[config.mk]
export PLATFORM = sky130hd
export DESIGN_NAME = block_allocator
export DESIGN_NICKNAME = d
export VERILOG_FILES = /design/src/rtl/cards_pkg.sv /design/src/rtl/block_ptr.sv /design/src/rtl/block_allocator.sv
export SDC_FILE = /design/constraint.sdc
export NUM_CORES = 1
export LEC_CHECK = 0
export BUFFER_PORTS_ARGS = -buffer_cell sky130_fd_sc_hd__buf_2
export CAP_MARGIN = 10
export CELL_PAD_IN_SITES_DETAIL_PLACEMENT = 0
export CELL_PAD_IN_SITES_GLOBAL_PLACEMENT = 1
export CORE_MARGIN = 2
export CORE_UTILIZATION = 39
export DETAILED_ROUTE_END_ITERATION = 8
export GPL_ROUTABILITY_DRIVEN = 0
export PLACE_DENSITY = 0.87
export SLEW_MARGIN = 20
export SYNTH_ARGS = -nofsm -noshare
export SYNTH_HDL_FRONTEND = slang
export SYNTH_SLANG_ARGS = --single-unit
[constraint.sdc]
create_clock -name clock -period 3.25 [get_ports clock]
set_input_delay 0.1625 -clock clock [delete_from_list [all_inputs] [get_ports clock]]
set_output_delay 0.1625 -clock clock [all_outputs]
set_load 0.005 [all_outputs]
[src/rtl/cards_pkg.sv]
// cards_pkg: shared FSM states, op codes and header-flag position for the card-list allocator
package cards_pkg;
  typedef enum logic [2:0] {S_INIT, S_IDLE, S_RD, S_WAIT, S_CHK, S_WR, S_DONE} state_t;
  localparam logic ALLOC_OP = 1'b0;
  localparam logic FREE_OP = 1'b1;
  function automatic int flag_pos(input int data_w);
    return data_w - 1;
  endfunction
endpackage

[src/rtl/block_ptr.sv]
// block_ptr: next-fit block pointer wrapping from the last block to 1, with probe counter
// Ports: clock/resetn (async active-low), i_clr restarts the probe count,
// i_step advances the pointer and counts a probe, o_ptr block index,
// o_exhausted high while the current probe is the last one a full sweep allows.
module block_ptr #(
  parameter int BW = 10
) (
  input  logic          clock,
  input  logic          resetn,
  input  logic          i_clr,
  input  logic          i_step,
  output logic [BW-1:0] o_ptr,
  output logic          o_exhausted
);
  localparam logic [BW-1:0] LAST = BW'((1 << BW) - 2);
  logic [BW-1:0] r_ptr, r_probe;
  always_ff @(posedge clock or negedge resetn) begin
    if (!resetn) begin
      r_ptr   <= BW'(1);
      r_probe <= '0;
    end else begin
      if (i_clr) r_probe <= '0;
      else if (i_step) r_probe <= r_probe + 1'b1;
      if (i_step) r_ptr <= &r_ptr ? BW'(1) : r_ptr + 1'b1;
    end
  end
  assign o_ptr = r_ptr;
  assign o_exhausted = r_probe == LAST;
endmodule

[src/rtl/block_allocator.sv]
// block_allocator: next-fit heap allocator owning the single port of the card-list RAM
// Ports: clock/resetn (async active-low); req/op/free_addr request in, busy/done/ok/
// out_address/used_count status out; ram_address/ram_clock/ram_data/ram_wren/ram_q RAM port.
// Define ALLOC_FREE_CHECK_EN to make a free read the header first and reject double frees.
import cards_pkg::*;
module block_allocator #(
  parameter int ADDR_W      = 10,
  parameter int DATA_W      = 32,
  parameter int BLOCK_WORDS = 1
) (
  input  logic              clock,
  input  logic              resetn,
  input  logic              req,
  input  logic              op,
  input  logic [ADDR_W-1:0] free_addr,
  output logic              busy,
  output logic              done,
  output logic              ok,
  output logic [ADDR_W-1:0] out_address,
  output logic [ADDR_W:0]   used_count,
  output logic [ADDR_W-1:0] ram_address,
  output logic              ram_clock,
  output logic [DATA_W-1:0] ram_data,
  output logic              ram_wren,
  input  logic [DATA_W-1:0] ram_q
);
  localparam int OFS = $clog2(BLOCK_WORDS);
  localparam int BW = ADDR_W - OFS;
  localparam int FLAG = flag_pos(DATA_W);
  localparam logic [ADDR_W:0] MAX_USED = (ADDR_W+1)'((1 << BW) - 1);
  localparam logic [ADDR_W-1:0] MASK = ADDR_W'(BLOCK_WORDS - 1);
`ifdef ALLOC_FREE_CHECK_EN
  localparam bit FREE_CHECK = 1'b1;
`else
  localparam bit FREE_CHECK = 1'b0;
`endif
  state_t            r_state, w_next;
  logic [BW-1:0]     r_init, w_ptr;
  logic              r_op, r_ok, w_exh, w_step, w_clr, w_flag, w_free_ok;
  logic [ADDR_W-1:0] r_addr, r_out, w_ptr_addr;
  logic [ADDR_W:0]   r_used;
  block_ptr #(.BW(BW)) u_ptr (
    .clock(clock), .resetn(resetn), .i_clr(w_clr), .i_step(w_step),
    .o_ptr(w_ptr), .o_exhausted(w_exh)
  );
  assign w_ptr_addr = ADDR_W'(w_ptr) << OFS;
  assign w_flag = ram_q[FLAG];
  assign w_free_ok = (free_addr & MASK) == '0 && free_addr != '0;
  assign w_clr = r_state == S_IDLE && req;
  // every alloc miss advances, so a full failed sweep lands back on the start block
  assign w_step = r_op == ALLOC_OP && ((r_state == S_CHK && w_flag) || r_state == S_WR);
  always_ff @(posedge clock or negedge resetn) begin
    if (!resetn) r_state <= S_INIT;
    else r_state <= w_next;
  end
  always_comb begin
    w_next = r_state;
    case (r_state)
      S_INIT: w_next = &r_init ? S_IDLE : S_INIT;
      S_IDLE: w_next = !req ? S_IDLE : op == ALLOC_OP ? S_RD : !w_free_ok ? S_DONE : FREE_CHECK ? S_RD : S_WR;
      S_RD:   w_next = S_WAIT;
      S_WAIT: w_next = S_CHK;
      S_CHK:  w_next = r_op == ALLOC_OP ? (!w_flag ? S_WR : w_exh ? S_DONE : S_RD) : (w_flag ? S_WR : S_DONE);
      S_WR:   w_next = S_DONE;
      S_DONE: w_next = S_IDLE;
      default: w_next = S_INIT;
    endcase
  end
  always_comb begin
    busy = r_state != S_IDLE;
    done = r_state == S_DONE;
    ram_wren = resetn && (r_state == S_INIT || r_state == S_WR);
    ram_address = r_state == S_INIT ? ADDR_W'(r_init) << OFS :
                  r_state inside {S_RD, S_WAIT, S_CHK, S_WR} ? (r_op == FREE_OP ? r_addr : w_ptr_addr) : '0;
    ram_data = (r_state == S_WR && r_op == ALLOC_OP) ? DATA_W'(1) << FLAG : '0;
  end
  always_ff @(posedge clock or negedge resetn) begin
    if (!resetn) begin
      r_init <= '0;
      r_op   <= ALLOC_OP;
      r_addr <= '0;
      r_ok   <= 1'b0;
      r_out  <= '0;
      r_used <= '0;
    end else begin
      if (r_state == S_INIT) r_init <= r_init + 1'b1;
      if (w_clr) begin
        r_op   <= op;
        r_addr <= free_addr;
        r_ok   <= 1'b0;
        r_out  <= '0;
      end
      if (r_state == S_WR) begin
        r_ok   <= 1'b1;
        r_out  <= r_op == ALLOC_OP ? w_ptr_addr : '0;
        r_used <= r_op == ALLOC_OP ? r_used + (ADDR_W+1)'(r_used != MAX_USED) : r_used - (ADDR_W+1)'(r_used != '0);
      end
    end
  end
  assign ok = r_ok;
  assign out_address = r_out;
  assign used_count = r_used;
  assign ram_clock = clock;
endmodule

==> flow_summary.json <==
{
  "die_h_microns": 105,
  "slew_headroom_pct": 50.0,
  "initial_core_util_pct": 40.2,
  "finalSetupViolCount": 0,
  "diodes": 0,
  "routed_wl_mm": 9.30,
  "syn_area_per_cell_sq_um": 9.40,
  "wl_met2_mm": 4.54,
  "endpoint_kind": "register",
  "rsz0062_at_grt": "no",
  "ioPinCount": 114,
  "met1_length_mm": 4.02,
  "cts_setup_buffers": 0,
  "highest_layer": "met4",
  "rows": 36,
  "hpwl_mm": 6.49,
  "clock_latency_ns": 0.45,
  "grt_use_total_pct": 17.6,
  "status": "finished, final reports clean",
  "yosys_register_bits": 66,
  "clock.fmax_mhz": 341,
  "synth_enable_flop_cells": 0,
  "grt_pass1_wl_mm": 15.4,
  "cp.arrival_ns": 3.26,
  "drt_pre_antenna_iters": 4,
  "ir_worst_vdd_uv": 402,
  "synth-main-ff-cell": "dfrtp_1",
  "postRouteAntennaNets": 0,
  "syn-cell-area_sq_um": 3950,
  "cp_max_fo": 8,
  "port_buffers": 51,
  "tightest_slew_ns": 0.747,
  "period_needed_ns": 2.93,
  "p_per_area_nw_per_um2": 860,
  "drtIter0Drc": 180,
  "wl_met3_microns": 637,
  "maxCapViolations": 0,
  "drv_slew": 0,
  "finalPower_mw": 3.95,
  "hp-class": "in -> reg",
  "fp.dieW_microns": 105,
  "tritoncts": "built",
  "min_period_over_period_pct": 90.2,
  "ys_types": 59,
  "final_hold_viol_count": 0,
  "antenna_found_initial": 0,
  "postLayoutCellArea_sq_um": 4590,
  "p_leak_nw": 2.16,
  "overflow": 0,
  "yosys_warnings": 0,
  "fin_tns_setup_ns": 0,
  "coreArea_sq_um": 9820,
  "routed_via_density": 5.23,
  "synth_cells": 420,
  "required_ns": 3.57,
  "vias": 3257,
  "r2r_slack_ns": 0.32,
  "nNetsFinal": 540,
  "path_clk_slew_ns": 0.08,
  "yosysSeqAreaShare_pct": 41.9,
  "grt_pass1_vias": 3211,
  "synthArstFlopShare_pct": 100,
  "drc": 0,
  "syn2layout_area_growth_pct": 16.3,
  "avgRoutedWirePerCell_microns": 14.9,
  "grt_max_degree": 52,
  "crit_type": "reg -> reg",
  "placed_area_sq_um": 4220,
  "die_area_sq_um": 10900,
  "startpoint_type": "register",
  "clock_skew_ns": 0.0121,
  "drive_gt1_share_pct": 21.4
}
[layer usage]
metal / up-vias / track usage (%)
li1: 1546 / -
met1: 1597 / 21.9
met2: 106 / 28.9
met3: 8 / 5.05
met4: 0 / 7.05
met5: - / 0
[synthesized netlist by cell type (7+ instances only)]
| cell | count | area, sq um |
|---|---|---|
| dfrtp_1 | 65 | 1630 |
| xnor2_1 | 18 | 158 |
| inv_1 | 9 | 33.8 |
| nor2_1 | 32 | 120 |
| ha_1 | 9 | 113 |
| nand4_1 | 9 | 56.3 |
| o21ai_0 | 27 | 135 |
| buf_2 | 7 | 35.0 |
| clkbuf_1 | 11 | 41.3 |
| buf_4 | 34 | 255 |
| a21oi_1 | 13 | 65.1 |
| and3_1 | 9 | 56.3 |
| nor3_1 | 11 | 55.1 |
| nand2_1 | 46 | 173 |
| a22o_1 | 10 | 87.6 |
| xor2_1 | 15 | 131 |
| mux2i_1 | 9 | 90.1 |
| nand3_1 | 12 | 60.1 |
| mux2_2 | 12 | 135 |
[power by group]
group,switching (mW),internal (mW)
combinational,0.968,0.785
sequential,0.289,1.08
clock,0.379,0.447
[state kept, by name, indices dropped and copies added (netlist names)]
name,flops
r_op,1
u_ptr.o_ptr,10
r_state,3
u_ptr.r_probe,10
ok,1
used_count,11
out_address,10
r_addr,10
r_init,10
[final cells by class]
class	instances	area (sq um)
timing repair buffer	75	468
inverter	11	41.3
tap	133	166
clock buffer	13	170
clock inverter	7	78.8
sequential	66	1650
multi-input combinational	318	2010
fill	979	5230
[cell families (layout without fill, tap and decap cells)]
logic type / Yosys count / after routing / share of synthesized area [%]
AO/OA/AOI/OAI: 79 / 79 / 13.5
flip-flops: 66 / 66 / 41.9
XOR/XNOR: 33 / 33 / 7.32
buffers and inverters: 66 / 106 / 10.1
adder cells (fa/ha/maj): 9 / 9 / 2.85
multiplexers: 21 / 21 / 5.71
other: 1 / 31 / 0.0950
AND/OR/NAND/NOR: 145 / 145 / 18.5
[critical path, stage by stage, from the launching register on]
cell       delay [ns]
dfrtp_1          0.48
nor4_1           0.49
nand3_1          0.12
nor2_1           0.11
a21oi_1          0.05
ha_1             0.28
inv_1            0.11
ha_1             0.25
nor4_1           0.07
o21ai_0          0.23
o31a_1           0.24
o2111ai_1        0.16
o211ai_1         0.13
nand3_1          0.09
[repair_timing]
| item | CTS | global route |
|---|---|---|
| gates resized for setup | 0 | 1 |
| endpoints found under the hold margin | 26 | 0 |
| endpoints found under the setup margin | 0 | 1 |
| hold buffers | 12 | 0 |
[final timing paths]
kind / startpoint / endpoint / cells after the start
max: used_count[7]$_DFFE_PN0P_ / used_count[10]$_DFFE_PN0P_ / 13
min: req / r_state[0]$_DFF_PN0_ / 3
max reg2reg: used_count[7]$_DFFE_PN0P_ / used_count[10]$_DFFE_PN0P_ / 13
min reg2reg: out_address[9]$_DFFE_PN0P_ / out_address[9]$_DFFE_PN0P_ / 1
max in group asynchronous: resetn / used_count[5]$_DFFE_PN0P_ / 3
min in group asynchronous: resetn / used_count[0]$_DFFE_PN0P_ / 2
[metrics by stage]
step | setup WS [ns] | hold slack (ns) | cells | util (%)
floorplan | 0.564 | -0.133 | 450 | -
finish | 0.319 | 0.0511 | 623 | 46.7
global placement | 0.355 | 0.116 | 592 | 43.0
global route | 0.00791 | 0.0612 | 623 | 46.7
CTS | 0.310 | 0.0309 | 623 | 46.7
detailed placement | 0.353 | 0.123 | 592 | 43.0
[layout by cell type (no fill, tap or decap), drive strengths merged, types with 6 or more instances in the layout]
master	count
clkinv	6
conb	31
dfrtp	65
nor2	33
nand3	12
inv	11
xor2	15
buf	64
nor3	11
and3	9
nand2	46
o21ai	27
a22o	10
xnor2	18
clkbuf	12
dlygate4sd3	12
nor4	6
mux2i	9
mux2	12
a21oi	13
ha	9
nand4	9
(Power assumes the default switching activity.)
